--- src/rtl/multdiv_pkg.sv ---
// Shared definitions for the iterative multiply/divide control path.
// Holds the sequencer state encoding and the default iteration counts
// for a 32-bit radix-4 Booth multiply and a 32-bit non-restoring divide.
package multdiv_pkg;

    typedef enum logic [2:0] {
        StIdle = 3'd0,
        StLoad = 3'd1,
        StRun  = 3'd2,
        StFix  = 3'd3,
        StDone = 3'd4
    } state_e;

    localparam int unsigned DefMultIters = 16;
    localparam int unsigned DefDivIters  = 32;
    localparam int unsigned DefCntW      = 6;

endpackage

--- src/rtl/iter_counter.sv ---
// Iteration counter for the multiply/divide sequencer.
// Ports:
//   clk    - system clock, rising edge
//   reset  - asynchronous active-low reset, count returns to 0
//   clear  - synchronous clear, wins over en
//   en     - count enable, increments by one per cycle
//   count  - current count value
module iter_counter #(
    parameter int unsigned CNT_W = 6
) (
    input  logic             clk,
    input  logic             reset,
    input  logic             clear,
    input  logic             en,
    output logic [CNT_W-1:0] count
);

    logic [CNT_W-1:0] count_q, count_d;

    always_comb begin
        count_d = count_q;
        if (clear) begin
            count_d = '0;
        end else if (en) begin
            count_d = count_q + CNT_W'(1);
        end
    end

    always_ff @(posedge clk or negedge reset) begin
        if (!reset) begin
            count_q <= '0;
        end else begin
            count_q <= count_d;
        end
    end

    assign count = count_q;

endmodule

--- src/rtl/multdiv_sequencer.sv ---
// Control FSM for the iterative multiply/divide unit. Sequences operand load,
// N iteration steps and, for divide, a final fix-up cycle, then pulses
// result_rdy. Holds no operand data.
// Ports:
//   clk          - system clock, rising edge
//   reset        - asynchronous active-low reset; aborts any operation
//   ctrl_MULT    - start multiply (one-cycle pulse); wins over ctrl_DIV
//   ctrl_DIV     - start divide (one-cycle pulse)
//   div_by_zero  - datapath divisor==0 flag, sampled during LOAD
//   op_load      - datapath latches operands, clears accumulators
//   op_step      - datapath performs one iteration
//   op_fix       - datapath performs divide remainder/sign correction
//   op_is_div    - current op is a divide (LOAD through DONE)
//   iter         - index of the step being performed
//   busy         - pipeline stall request
//   result_rdy   - result valid, one-cycle pulse
//   exception    - divide-by-zero, only together with result_rdy
module multdiv_sequencer
    import multdiv_pkg::*;
#(
    parameter int unsigned MULT_ITERS = DefMultIters,
    parameter int unsigned DIV_ITERS  = DefDivIters,
    parameter int unsigned CNT_W      = DefCntW
) (
    input  logic             clk,
    input  logic             reset,
    input  logic             ctrl_MULT,
    input  logic             ctrl_DIV,
    input  logic             div_by_zero,
    output logic             op_load,
    output logic             op_step,
    output logic             op_fix,
    output logic             op_is_div,
    output logic [CNT_W-1:0] iter,
    output logic             busy,
    output logic             result_rdy,
    output logic             exception
);

    state_e state_q, state_d;
    logic   div_q, div_d;
    logic   exc_q, exc_d;
    logic   iter_last;
    logic   cnt_clear;
    logic   cnt_en;

    // State register plus the per-operation flags captured on LOAD entry.
    always_ff @(posedge clk or negedge reset) begin
        if (!reset) begin
            state_q <= StIdle;
            div_q   <= 1'b0;
            exc_q   <= 1'b0;
        end else begin
            state_q <= state_d;
            div_q   <= div_d;
            exc_q   <= exc_d;
        end
    end

    always_comb begin
        iter_last = div_q ? (iter == CNT_W'(DIV_ITERS - 1))
                          : (iter == CNT_W'(MULT_ITERS - 1));
    end

    // Next-state logic. A start pulse in any state restarts into LOAD.
    always_comb begin
        state_d = state_q;
        div_d   = div_q;
        exc_d   = exc_q;
        if (ctrl_MULT || ctrl_DIV) begin
            state_d = StLoad;
            div_d   = !ctrl_MULT;
            exc_d   = 1'b0;
        end else begin
            unique case (state_q)
                StIdle: state_d = StIdle;
                StLoad: begin
                    if (div_q && div_by_zero) begin
                        exc_d   = 1'b1;
                        state_d = StDone;
                    end else begin
                        state_d = StRun;
                    end
                end
                StRun: begin
                    if (iter_last) begin
                        state_d = div_q ? StFix : StDone;
                    end
                end
                StFix:   state_d = StDone;
                StDone:  state_d = StIdle;
                default: state_d = StIdle;
            endcase
        end
    end

    // Clear on LOAD entry so iter already reads 0 during the LOAD cycle.
    // Enable stops at N-1 so iter holds its last value through FIX/DONE.
    always_comb begin
        cnt_clear = (state_d == StLoad);
        cnt_en    = op_step && !iter_last;
    end

    iter_counter #(
        .CNT_W (CNT_W)
    ) u_iter_counter (
        .clk   (clk),
        .reset (reset),
        .clear (cnt_clear),
        .en    (cnt_en),
        .count (iter)
    );

    // Moore output decode.
    always_comb begin
        op_load    = 1'b0;
        op_step    = 1'b0;
        op_fix     = 1'b0;
        busy       = 1'b0;
        result_rdy = 1'b0;
        exception  = 1'b0;
        op_is_div  = div_q && (state_q != StIdle);
        unique case (state_q)
            StIdle: ;
            StLoad: begin
                op_load = 1'b1;
                busy    = 1'b1;
            end
            StRun: begin
                op_step = 1'b1;
                busy    = 1'b1;
            end
            StFix: begin
                op_fix = 1'b1;
                busy   = 1'b1;
            end
            StDone: begin
                result_rdy = 1'b1;
                exception  = exc_q;
            end
            default: ;
        endcase
    end

endmodule

--- config.mk ---
export PLATFORM = sky130hd
export DESIGN_NAME = multdiv_sequencer
export DESIGN_NICKNAME = d
export VERILOG_FILES = /design/src/rtl/multdiv_pkg.sv /design/src/rtl/iter_counter.sv /design/src/rtl/multdiv_sequencer.sv
export SDC_FILE = /design/constraint.sdc
export NUM_CORES = 1
export LEC_CHECK = 0
export ABC_CLOCK_PERIOD_IN_PS = 1500
export BUFFER_PORTS_ARGS = -buffer_cell sky130_fd_sc_hd__buf_2
export CAP_MARGIN = 20
export CORE_MARGIN = 2
export CORE_UTILIZATION = 43
export DETAILED_ROUTE_END_ITERATION = 10
export GPL_ROUTABILITY_DRIVEN = 0
export PLACE_DENSITY = 0.76
export SLEW_MARGIN = 10
export SYNTH_ARGS = -nofsm -noshare
export SYNTH_HDL_FRONTEND = slang
export SYNTH_SLANG_ARGS = --single-unit
--- constraint.sdc ---
create_clock -name clk -period 1.5 [get_ports clk]
set_input_delay 0.3 -clock clk [delete_from_list [all_inputs] [get_ports clk]]
set_output_delay 0.3 -clock clk [all_outputs]
set_load 0.01 [all_outputs]
==> results_dict.tcl <==
set metrics [dict create \
    outcome "finished with violations" \
    violations "negative setup slack" \
    ys_types 29 \
    syn_avg_cell_area_sq_um 9.41 \
    die_x_um 41.1 \
    timing.hold.ws_ps 248 \
    crit_type "flop to primary output" \
    yosys-top-cells-area "dfrtp_1 (46%), nor2_1 (5.1%), a21oi_1 (4.2%)" \
    cts_root_buffer "clkbuf_4" \
    layout.cells.non_filler 112 \
    power_density_nw_per_um2 677 \
    hold_viol 0 \
    dieArea_sq_um 1690 \
    synth_nets 69 \
    ys_warn_count 0 \
    setup_tns_ps -72.2 \
    critPathCaptureType "primary output" \
    synth_top_area_cell "dfrtp_1" \
    setup_viol 3 \
    maxSlewViolCount 0 \
    rows 13 \
    numPortBuffers 17 \
    slowest_stage "dfrtp_1" \
    rsz0062_at_grt "true" \
    grtUsageTotal 0.219 \
    fin_crit_ps 1540 \
    tightest_slew_ps 272 \
    start_kind "flop" \
    drt-pass1-iter-count 4 \
    drv_cap 0 \
    grt_overflow 0 \
    final.setup.worst_slack_ps -42.4 \
    grt_pass1_vias 541 \
    yosys.area.top_type_share 0.464 \
    fmax_mhz 648 \
    vias 611 \
    fin_crit_sh 1.03 \
    post-route-drc-count 0 \
    syn2layout_area_growth_pct 50.4 \
    clkLatencyLatePin_ps 270 \
    pre_cts_ws_ps 5.78 \
    cts_tree "done" \
    slew_headroom 0.816 \
    hpwlAfterDp_um 1050 \
    antenna_found_initial 0 \
    grt_pass1_wl_um 2330 \
    fin_skew_ps 3.08 \
    drtIter0Drc 22 \
    synth-edff-count 0 \
    viasPerCell 5.46 \
    worstPathRequired_ps 1200 \
    ys_ff_latch 11 \
    diodes 0 \
    synthesis.area_sq_um 593 \
    path_cells "buf_6 > o31a_1 > buf_2" \
    cpPeakStageDelay_ps 410 \
    clk_pin_slew_worst_paths_ps 70 \
    cts_max_level 1 \
    die_h_um 41.1 \
    synthArstFlopShare 1.00 \
    drive_gt1_frac 0.454 \
    ys.flop_type "dfrtp_1" \
    io_pins 18 \
    leakagePower_nw 0.422 \
    grt_max_degree 12 \
    core-area_sq_um 1300 \
    clock-sinks 11 \
    hp-class "primary input to flop" \
    clockBufferDepth 2 \
    fill_cells 99 \
    initial_core_util 0.456 \
    synthCells 63 \
    wl_per_cell_um 13.4 \
    dp.cells 105 \
    cts_buffers 3 \
    path_max_fanout 5 \
    num-nets-final 104 \
    ir_drop_uv 425 \
    critPathArrivalTime_ps 1240 \
    yosysSeqAreaShare 0.464 \
    antenna_left 0 \
    routed_wl_um 1500 \
]
[stage by stage]
stage               utilization  total power [W]  cell area (sq um)
global placement          0.611         0.000395                795
detailed placement        0.611         0.000397                795
global route              0.686         0.000628                892
floorplan                     -         0.000359                613
CTS                       0.674         0.000605                877
finish                    0.686         0.000604                892
[critical path: cells and delay by family (launching register included)]
family	cells	cell delay (ps)
compound gates	1	280
flops	1	410
buf+inv	2	280
[final timing paths]
| check | end | from | depth (start not counted) | slack, ps |
|---|---|---|---|---|
| max in group asynchronous | u_iter_counter.count[2] | reset | 2 | 880 |
| min | div_q | ctrl_MULT | 2 | 250 |
| max reg2reg | u_iter_counter.count[4] | state_q[2] | 5 | 10 |
| max | op_is_div | state_q[0] | 3 | -40 |
| min in group asynchronous | u_iter_counter.count[5] | reset | 2 | 420 |
| min reg2reg | exc_q | exc_q | 2 | 510 |
[registers in the layout, summed over array words and instances (netlist names)]
name                  count
div_q                     1
exc_q                     1
state_q                   3
u_iter_counter.count      6
[cells by family after synthesis]
logic type,synth area share
compound gates,0.160
xor+xnor,0.0295
fa+ha+maj,0.0211
buf+inv,0.0232
flops,0.464
simple gates,0.302
[Yosys cell counts (2+ instances only)]
master   instances
dfrtp_1         11
nor2_1           8
a21oi_1          5
nand2_1          5
nand3_1          4
nor3_1           3
buf_2            2
o21ai_0          2
or4_1            2
xor2_1           2
[power by group]
group | total [W] | internal [W] | switching [W]
clock | 0.000197 | 0.000103 | 0.0000944
sequential | 0.000309 | 0.000303 | 0.00000602
combinational | 0.0000979 | 0.0000464 | 0.0000515
total | 0.000604 | 0.000452 | 0.000152
[cells in the final DEF, fill, tap and decap left out, types with 2 or more instances in the layout]
cell / Yosys / routed
a21oi_1: 5 / 5
buf_2: 2 / 16
buf_4: 0 / 12
buf_6: 0 / 4
clkbuf_4: 0 / 3
dfrtp_1: 11 / 11
nand2_1: 5 / 5
nand3_1: 4 / 3
nor2_1: 8 / 7
nor3_1: 3 / 3
o21ai_0: 2 / 2
or4_1: 2 / 2
[metal layers]
metal / GRT usage / vias to the layer above / part of all wire
met5: 0 / - / 0
met4: 0.145 / 0 / 0.017
met3: 0.0326 / 4 / 0.064
met2: 0.375 / 24 / 0.51
met1: 0.248 / 285 / 0.40
li1: - / 298 / -
[what timing repair did]
action / CTS / global route
pin swaps: 3 / 6
hold buffers: 1 / 0
setup endpoints to repair: 7 / 12
cloned: 0 / 0
endpoints found under the hold margin: 11 / 0
resized for setup: 7 / 3
buffers inserted: 2 / 0
[cell type report]
class | count | area, sq um | share of cell area
sequential | 11 | 275 | 0.309
tap | 15 | 18.8 | 0.0210
timing repair buffer | 33 | 225 | 0.252
clock buffer | 4 | 26.3 | 0.0295
multi-input combinational | 49 | 347 | 0.388
(Power assumes the default switching activity.)
